===== src/rtl/adder_16bit_arbiter.sv =====
// adder_16bit_arbiter: round-robin arbitrated shared adder with a one-entry output register.
// Optional stat counters are enabled by defining ADDER_16BIT_ARB_STATS_EN.
module adder_16bit_arbiter #(
  parameter int WIDTH   = 16,
  parameter int NUM_REQ = 4,
  parameter int IDW     = $clog2(NUM_REQ)
) (
  input  logic                     clk,
  input  logic                     rst,
  input  logic [NUM_REQ-1:0]       req_valid,
  output logic [NUM_REQ-1:0]       req_ready,
  input  logic [NUM_REQ*WIDTH-1:0] req_a,
  input  logic [NUM_REQ*WIDTH-1:0] req_b,
  input  logic [NUM_REQ-1:0]       req_cin,
  output logic                     rsp_valid,
  input  logic                     rsp_ready,
  output logic [IDW-1:0]           rsp_id,
  output logic [WIDTH-1:0]         rsp_sum,
  output logic                     rsp_cout,
  output logic                     rsp_overflow
`ifdef ADDER_16BIT_ARB_STATS_EN
  ,output logic [15:0]             stat_acc_count,
  output logic [15:0]              stat_stall_count
`endif
);
  localparam logic [0:0] EMPTY = 1'b0;
  localparam logic [0:0] FULL  = 1'b1;
  logic [0:0]       state;
  logic [IDW-1:0]   last_grant;
  logic [IDW-1:0]   win;
  logic             any;
  logic             free;
  logic             xfer;
  logic [WIDTH-1:0] a;
  logic [WIDTH-1:0] b;
  logic [WIDTH:0]   full_sum;
  assign rsp_valid = state == FULL;
  assign free      = rst && (state == EMPTY || rsp_ready);
  assign xfer      = free && any;
  // Scan from farthest to nearest offset so the nearest requester after last_grant wins.
  always_comb begin
    win = '0;
    any = 1'b0;
    for (int k = NUM_REQ; k >= 1; k--) begin
      if (req_valid[IDW'((int'(last_grant) + k) % NUM_REQ)]) begin
        win = IDW'((int'(last_grant) + k) % NUM_REQ);
        any = 1'b1;
      end
    end
    req_ready = '0;
    if (xfer) req_ready[win] = 1'b1;
  end
  assign a        = req_a[win*WIDTH +: WIDTH];
  assign b        = req_b[win*WIDTH +: WIDTH];
  assign full_sum = {1'b0, a} + {1'b0, b} + {{WIDTH{1'b0}}, req_cin[win]};
  always_ff @(posedge clk or negedge rst) begin
    if (!rst) begin
      state        <= EMPTY;
      last_grant   <= IDW'(NUM_REQ - 1);
      rsp_id       <= '0;
      rsp_sum      <= '0;
      rsp_cout     <= 1'b0;
      rsp_overflow <= 1'b0;
    end else if (xfer) begin
      state        <= FULL;
      last_grant   <= win;
      rsp_id       <= win;
      rsp_sum      <= full_sum[WIDTH-1:0];
      rsp_cout     <= full_sum[WIDTH];
      rsp_overflow <= (a[WIDTH-1] == b[WIDTH-1]) && (full_sum[WIDTH-1] != a[WIDTH-1]);
    end else if (rsp_ready) begin
      state        <= EMPTY;
    end
  end
`ifdef ADDER_16BIT_ARB_STATS_EN
  always_ff @(posedge clk or negedge rst) begin
    if (!rst) begin
      stat_acc_count   <= '0;
      stat_stall_count <= '0;
    end else begin
      if (xfer && !(&stat_acc_count)) stat_acc_count <= stat_acc_count + 16'd1;
      if (rsp_valid && !rsp_ready && !(&stat_stall_count)) stat_stall_count <= stat_stall_count + 16'd1;
    end
  end
`endif
endmodule

===== config.mk =====
export PLATFORM = sky130hd
export DESIGN_NAME = adder_16bit_arbiter
export DESIGN_NICKNAME = d
export VERILOG_FILES = /design/src/rtl/adder_16bit_arbiter.sv
export SDC_FILE = /design/constraint.sdc
export NUM_CORES = 1
export LEC_CHECK = 0
export BUFFER_PORTS_ARGS = -buffer_cell sky130_fd_sc_hd__buf_2
export CORE_UTILIZATION = 30
export DETAILED_ROUTE_END_ITERATION = 7
export HOLD_SLACK_MARGIN = 0.05
export SKIP_LAST_GASP = 1
export SYNTH_ARGS = -nofsm -noshare
export SYNTH_HDL_FRONTEND = slang
export SYNTH_SLANG_ARGS = --single-unit
export TNS_END_PERCENT = 30

===== constraint.sdc =====
create_clock -name clk -period 8.8 [get_ports clk]
set_input_delay 0.44 -clock clk [delete_from_list [all_inputs] [get_ports clk]]
set_output_delay 0.44 -clock clk [all_outputs]
set_load 0.05 [all_outputs]

==> results of run 1 <==
[layout make-up]
| class | instances | area (um2) |
|---|---|---|
| clock buffer | 3 | 41.3 |
| fill | 933 | 5070 |
| timing repair buffer | 167 | 846 |
| multi-input combinational | 324 | 1990 |
| sequential | 23 | 578 |
| clock inverter | 1 | 5.00 |
| inverter | 4 | 15.0 |
| tap | 108 | 135 |
[state kept, by name (all words and copies together) (netlist names)]
register / cells
rsp_cout: 1
rsp_valid: 1
rsp_sum: 16
rsp_overflow: 1
rsp_id: 2
last_grant: 2
[kinds of logic (layout without fill, tap and decap cells)]
logic type,count (synthesis),count (layout)
buffers and inverters,32,175
adders and majority gates,17,17
xor gates and xnor gates,10,10
and+or+nand+nor,169,169
muxes,9,9
AOI/OAI and AO/OA,119,119
DFF,23,23
[where the power goes]
| group | internal (mW) | switching (mW) |
|---|---|---|
| Sequential | 0.154 | 0.0268 |
| Combinational | 0.296 | 0.558 |
| Clock | 0.0316 | 0.0330 |
[path summary, 6_finish.rpt]
| path | from | endpoint | slack, ns | cells after the start |
|---|---|---|---|---|
| max in group asynchronous | rst | last_grant[0] | 8.28 | 1 |
| worst max register to register | last_grant[0] | rsp_sum[12] | 4.54 | 14 |
| worst min-delay path | rst | rsp_sum[0] | 0.15 | 1 |
| worst max-delay path | last_grant[0] | rsp_sum[12] | 4.54 | 14 |
| min in group clk | rsp_ready | rsp_valid | 0.46 | 3 |
| worst min register to register | rsp_id[1] | rsp_id[1] | 0.48 | 2 |
[synthesized netlist by cell type (2+ instances only)]
cell | n | area share
a21o_1 | 2 | 0.0056
mux2i_1 | 8 | 0.030
inv_1 | 4 | 0.0056
xor2_1 | 4 | 0.013
nand4_1 | 2 | 0.0047
nand2b_1 | 4 | 0.0093
and3_1 | 2 | 0.0047
nor2_1 | 9 | 0.013
o21a_1 | 3 | 0.0084
ha_1 | 15 | 0.070
o31ai_1 | 4 | 0.011
buf_1 | 2 | 0.0028
clkbuf_1 | 16 | 0.022
and2_0 | 23 | 0.054
nand3_1 | 8 | 0.015
a21oi_1 | 18 | 0.034
a31oi_1 | 30 | 0.070
nor3b_1 | 2 | 0.0056
dfstp_2 | 2 | 0.020
o21ai_0 | 13 | 0.024
o211ai_1 | 2 | 0.0056
fa_1 | 2 | 0.015
nand2_1 | 103 | 0.14
and2_1 | 4 | 0.0093
a221oi_2 | 2 | 0.011
xnor2_1 | 6 | 0.020
o21ai_1 | 10 | 0.019
a211oi_1 | 28 | 0.078
buf_2 | 10 | 0.019
dfrtp_1 | 21 | 0.20
nor3_1 | 5 | 0.0093
nor2b_1 | 2 | 0.0047
[routing by layer]
| metal | up-vias | share of wire |
|---|---|---|
| met3 | 15 | 0.068 |
| met1 | 1428 | 0.48 |
| li1 | 1643 | - |
| met2 | 134 | 0.44 |
| met5 | - | 0 |
| met4 | 0 | 0.016 |
[worst max-delay path: cells and delay by family, from the launching register on]
family                   cells  cell delay, ns
flip-flops                   1            0.56
AND/OR/NAND/NOR              4            0.48
multiplexers                 1            0.21
AO/OA/AOI/OAI                7            1.95
adder cells (fa/ha/maj)      2            0.91
[through the flow]
stage / instance area, um2 / std cells / setup WS [ns] / util / hold slack, ns
floorplan: 2680 / 379 / 5.10 / - / 0.144
global placement: 3560 / 626 / 4.56 / 0.410 / 0.453
detailed placement: 3560 / 626 / 4.43 / 0.410 / 0.458
CTS: 3610 / 630 / 4.52 / 0.416 / 0.169
global route: 3610 / 630 / 4.15 / 0.416 / 0.195
finish: 3610 / 630 / 4.54 / 0.416 / 0.148
==> qor.txt, run 1 <==
slew of the pin with the lowest slew margin -> 0.986 ns
Starting Density -> 0.309
# IOs -> 164
core area -> 8680 um2
Setup CP Type -> reg2reg
vias in the first global route -> 2933
GP Congestion -> 0.856
Largest stage delay, worst path -> 0.86 ns
Rel. slew slack -> 0.343
post-synthesis compound-gate area fraction -> 0.293
H-tree levels -> 1
Remaining Overflow, GRT -> 0
final wirelength -> 8610 um
worst skew pair latency -> 0.26 ns
RSZ-0062 raised after global routing -> no
fmax -> 235 MHz
Mapped Cells -> 379
CTS Buf Count -> 3
Hold Buf Count CTS -> 0
commonest non-fill, non-tap cell in the layout -> buf_2
final setup fails -> 0
total power -> 1.10 mW
post-synth cell types -> 45
Hold Violations, Final -> 0
fraction of registers with async set or reset after synthesis -> 1.00
main combinational cell family by area after synthesis -> compound AO/OA/AOI/OAI gates
CTS max path bufs -> 2
Initial DRC Count -> 149
synthesized cell area -> 2680 um2
Root Buffer Master -> clkbuf_8
CTS sink cnt -> 23
crit-path max FO -> 61
minimum clock period -> 4.26 ns
Peak VDD IR -> 83.6 uV
Main synth FF type -> dfrtp_1
simple-gate share of the synthesized area -> 0.287
Avg Vias per Cell -> 5.11
adder-cell share of the synthesized area -> 0.0848
row count -> 34
CP Cell Sequence -> o21ai_1 -> o21ai_1 -> a221o_2 -> nand2_1 -> nand3_1 -> o21ai_1 -> fa_1 -> fa_1 -> nand2b_1 -> a21o_1 -> a211o_1 -> a21boi_0 -> mux2i_1 -> nand2_1
dpl hpwl -> 6940 um
Final Max Tran Viols -> 0
Sum Neg Setup Slack -> 0 ns
# DRC -> 0
LEAKAGE -> 1.76 nW
mux cell area share after synthesis -> 0.0382
PD cells -> 305 nW/um2
antenna cell count -> 0
Yosys reg bits -> 23
post-synthesis sequential area ratio -> 0.215
Slowest cell on crit path -> a221o_2
largest net degree at the start of global routing -> 70
routing usage on met2 -> 0.286
MaxCap Viol Count -> 0
Syn Nets -> 535
final worst-path cycle share -> 0.484
Avg Cell Area, Syn -> 7.08 um2
most frequent cells in the layout -> 163 x buf_2, 103 x nand2_1, 30 x a31oi_1
die footprint -> 9330 um2
CP Launch Type -> flip-flop
post-CTS setup repair buffer count -> 0
drt wl/cell -> 13.7 um
Setup crit end kind -> flip-flop
Die H -> 96.6 um
CP arrival -> 4.41 ns
GRT Util Overall -> 0.187
Top Usage Layer GRT -> met2
CTS tree -> yes
status -> complete, no violations
initial antenna violation count -> 0
post_cts resized -> 0
Nets -> 679
clk_skew -> 0.00643 ns
chip width -> 96.6 um
HP Class -> in2async
first-pass GRT wire length -> 13800 um
met1 usage in global routing -> 0.271
via count -> 3220
Req. time, crit path -> 8.95 ns
Pre-antenna DRT Iters -> 4
XOR/XNOR Fraction of Synth Area -> 0.0326
Final ANT Viol Nets -> 0
count of input and output buffers -> 163
Synth Warn # -> 0
area grow syn2layout -> 34.4%
cell mode on critical path -> o21ai_1
met3 usage -> 0.0266
share of cells above drive strength 1 -> 0.345
Post-synth EDFFs -> 0
clock-pin slew of the registers on the worst-case setup and hold paths -> 0.08 ns
Note: power is estimated with default switching activity, not from simulation.
==> run 2, diff against run 1 <==
clock period = 4.2 ns   (was 8.8 ns; I/O delays follow)
==> qor.txt, run 2 (synthesis results as in run 1) <==
LEAKAGE -> 1.79 nW (+1.9%)
first-pass GRT wire length -> 14100 um (+2.4%)
Critical path buffers and inverters -> 1 (+1)
final worst-path cycle share -> 0.915 (+0.431)
fmax -> 260 MHz (+11%)
placed cells -> 630 (+0.64%)
share of cells above drive strength 1 -> 0.351 (+0.00622)
CP Cell Sequence -> nand2_1 -> a221o_4 -> buf_4 -> and2_0 -> a211oi_1 -> a31oi_1 -> ha_1 -> nand4_1 -> a211o_1 -> a21boi_0 -> mux2i_1 -> nand2_1
met1 usage in global routing -> 0.294 (+0.0232)
clock-pin slew of the registers on the worst-case setup and hold paths -> 0.09 ns (about the same)
GP Congestion -> 0.856 (about the same)
commonest non-fill, non-tap cell in the layout -> buf_2
cell mode on critical path -> nand2_1
# IOs -> 164 (unchanged)
Peak VDD IR -> 179 uV (+110%)
area grow syn2layout -> 36.9%
HP Class -> in2reg
clk_skew -> 0.00408 ns (-0.00235 ns)
Remaining Overflow, GRT -> 0 (unchanged)
core area -> 8680 um2 (unchanged)
vias in the first global route -> 2859 (-2.5%)
most frequent cells in the layout -> 163 x buf_2, 103 x nand2_1, 30 x a31oi_1
final wirelength -> 8920 um (+3.7%)
Non-Filler Instances -> 635 (+0.79%)
CTS Buf Count -> 3 (unchanged)
CTS sink cnt -> 23 (unchanged)
Initial DRC Count -> 108 (-28%)
met3 usage -> 0.0156 (-0.0110)
CP arrival -> 4.01 ns (-0.40 ns)
status -> complete, no violations
Setup CP Type -> reg2reg
Avg Vias per Cell -> 5.01 (-2.0%)
routing usage on met2 -> 0.302 (+0.0158)
Largest regs -> rsp_sum (16), last_grant (2), rsp_id (2)
largest net degree at the start of global routing -> 54 (-23%)
die footprint -> 9330 um2 (unchanged)
number of flip-flops in the largest register -> 16 (unchanged)
CTS tree -> yes
Top reg by flops -> rsp_sum
Root Buffer Master -> clkbuf_8
MaxCap Viol Count -> 0 (unchanged)
via count -> 3182 (-1.2%)
Placed Instance Area -> 3600 um2 (+1.2%)
chip width -> 96.6 um (unchanged)
initial antenna violation count -> 0 (unchanged)
Req. time, crit path -> 4.36 ns (-4.59 ns)
Slowest cell on crit path -> dfstp_2
CP Launch Type -> flip-flop
Final Max Tran Viols -> 0 (unchanged)
Worst path top cell family by delay -> compound AO/OA/AOI/OAI gates
crit-path max FO -> 34 (-44%)
fin area -> 3670 um2 (+1.9%)
antenna cell count -> 0 (unchanged)
GRT Util Overall -> 0.194 (+0.00716)
Hold Violations, Final -> 0 (unchanged)
minimum clock period -> 3.84 ns (-0.418 ns)
slew of the pin with the lowest slew margin -> 0.842 ns (-0.144 ns)
drt wl/cell -> 14.1 um (+2.8%)
Largest stage delay, worst path -> 0.63 ns (-0.23 ns)
count of input and output buffers -> 163 (unchanged)
Setup crit end kind -> flip-flop
Starting Density -> 0.309 (unchanged)
PD cells -> 638 nW/um2 (+110%)
Die H -> 96.6 um (unchanged)
RSZ-0062 raised after global routing -> no
Final ANT Viol Nets -> 0 (unchanged)
Pre-antenna DRT Iters -> 4 (unchanged)
H-tree levels -> 1 (unchanged)
CTS max path bufs -> 2 (unchanged)
Rel. slew slack -> 0.439 (+0.0958)
worst skew pair latency -> 0.27 ns (about the same)
Sum Neg Setup Slack -> 0 ns (unchanged)
Top Usage Layer GRT -> met2
row count -> 34 (unchanged)
Nets -> 684 (+0.74%)
# DRC -> 0 (unchanged)
final setup fails -> 0 (unchanged)
dpl hpwl -> 7460 um (+7.5%)
==> run 2: changes by cell type in the layout (fill, tap and decap cells not counted), sizes merged <==
cell	before	now
buf	167	171
dlygate4sd3	0	1
==> run 2: repair_timing <==
action	4_1_cts	5_1_grt
endpoints found under the setup margin	0	1
hold endpoints to repair	21	0
buffers inserted	0	0
hold buffers	1	0
resized for setup	0	2
==> run 2: cell type report <==
cell class,instances,area [um2]
fill,950,5000
multi-input combinational,324,2000
timing repair buffer,172,898
sequential,23,578
tap,108,135
clock buffer,3,41.3
inverter,4,15.0
clock inverter,1,5.00
==> run 2: routing by layer <==
layer | up-vias | wire length, um
met5 | - | 0
met4 | 0 | 53
met3 | 5 | 649
met2 | 119 | 3950
met1 | 1403 | 4270
li1 | 1655 | -
==> run 2: final timing paths <==
path,start,end,slack (ns),depth (start not counted)
hold reg to reg,rsp_sum[5],rsp_sum[5],0.48,2
setup reg to reg,last_grant[1],rsp_sum[12],0.36,12
hold / removal,rsp_ready,rsp_valid,0.24,3
min in group asynchronous,rst,rsp_sum[5],0.45,2
max in group asynchronous,rst,last_grant[1],3.38,2
setup / recovery,last_grant[1],rsp_sum[12],0.36,12
==> run 2: power by group <==
part / total, mW / switching [mW] / internal [mW]
clock: 0.142 / 0.0757 / 0.0664
sequential: 0.382 / 0.0593 / 0.322
combinational: 1.82 / 1.18 / 0.638
==> run 2: worst reg2reg max path: cells and delay by family (launching register included) <==
family	cells	cell delay, ns
DFF	1	0.63
and+or+nand+nor	4	0.62
muxes	1	0.22
adders and majority gates	1	0.44
buffers and inverters	1	0.29
AOI/OAI and AO/OA	5	1.53
==> run 2: metrics by stage <==
step	util	setup slack (ns)	hold slack, ns	power [mW]
3_5_place_dp	0.415	0.278	0.230	2.20
2_1_floorplan	-	0.498	-0.0856	1.74
4_1_cts	0.422	0.265	0.237	2.35
6_report	0.423	0.358	0.239	2.34
3_3_place_gp	0.415	0.333	0.223	2.18
5_1_grt	0.423	0.0111	0.270	2.56
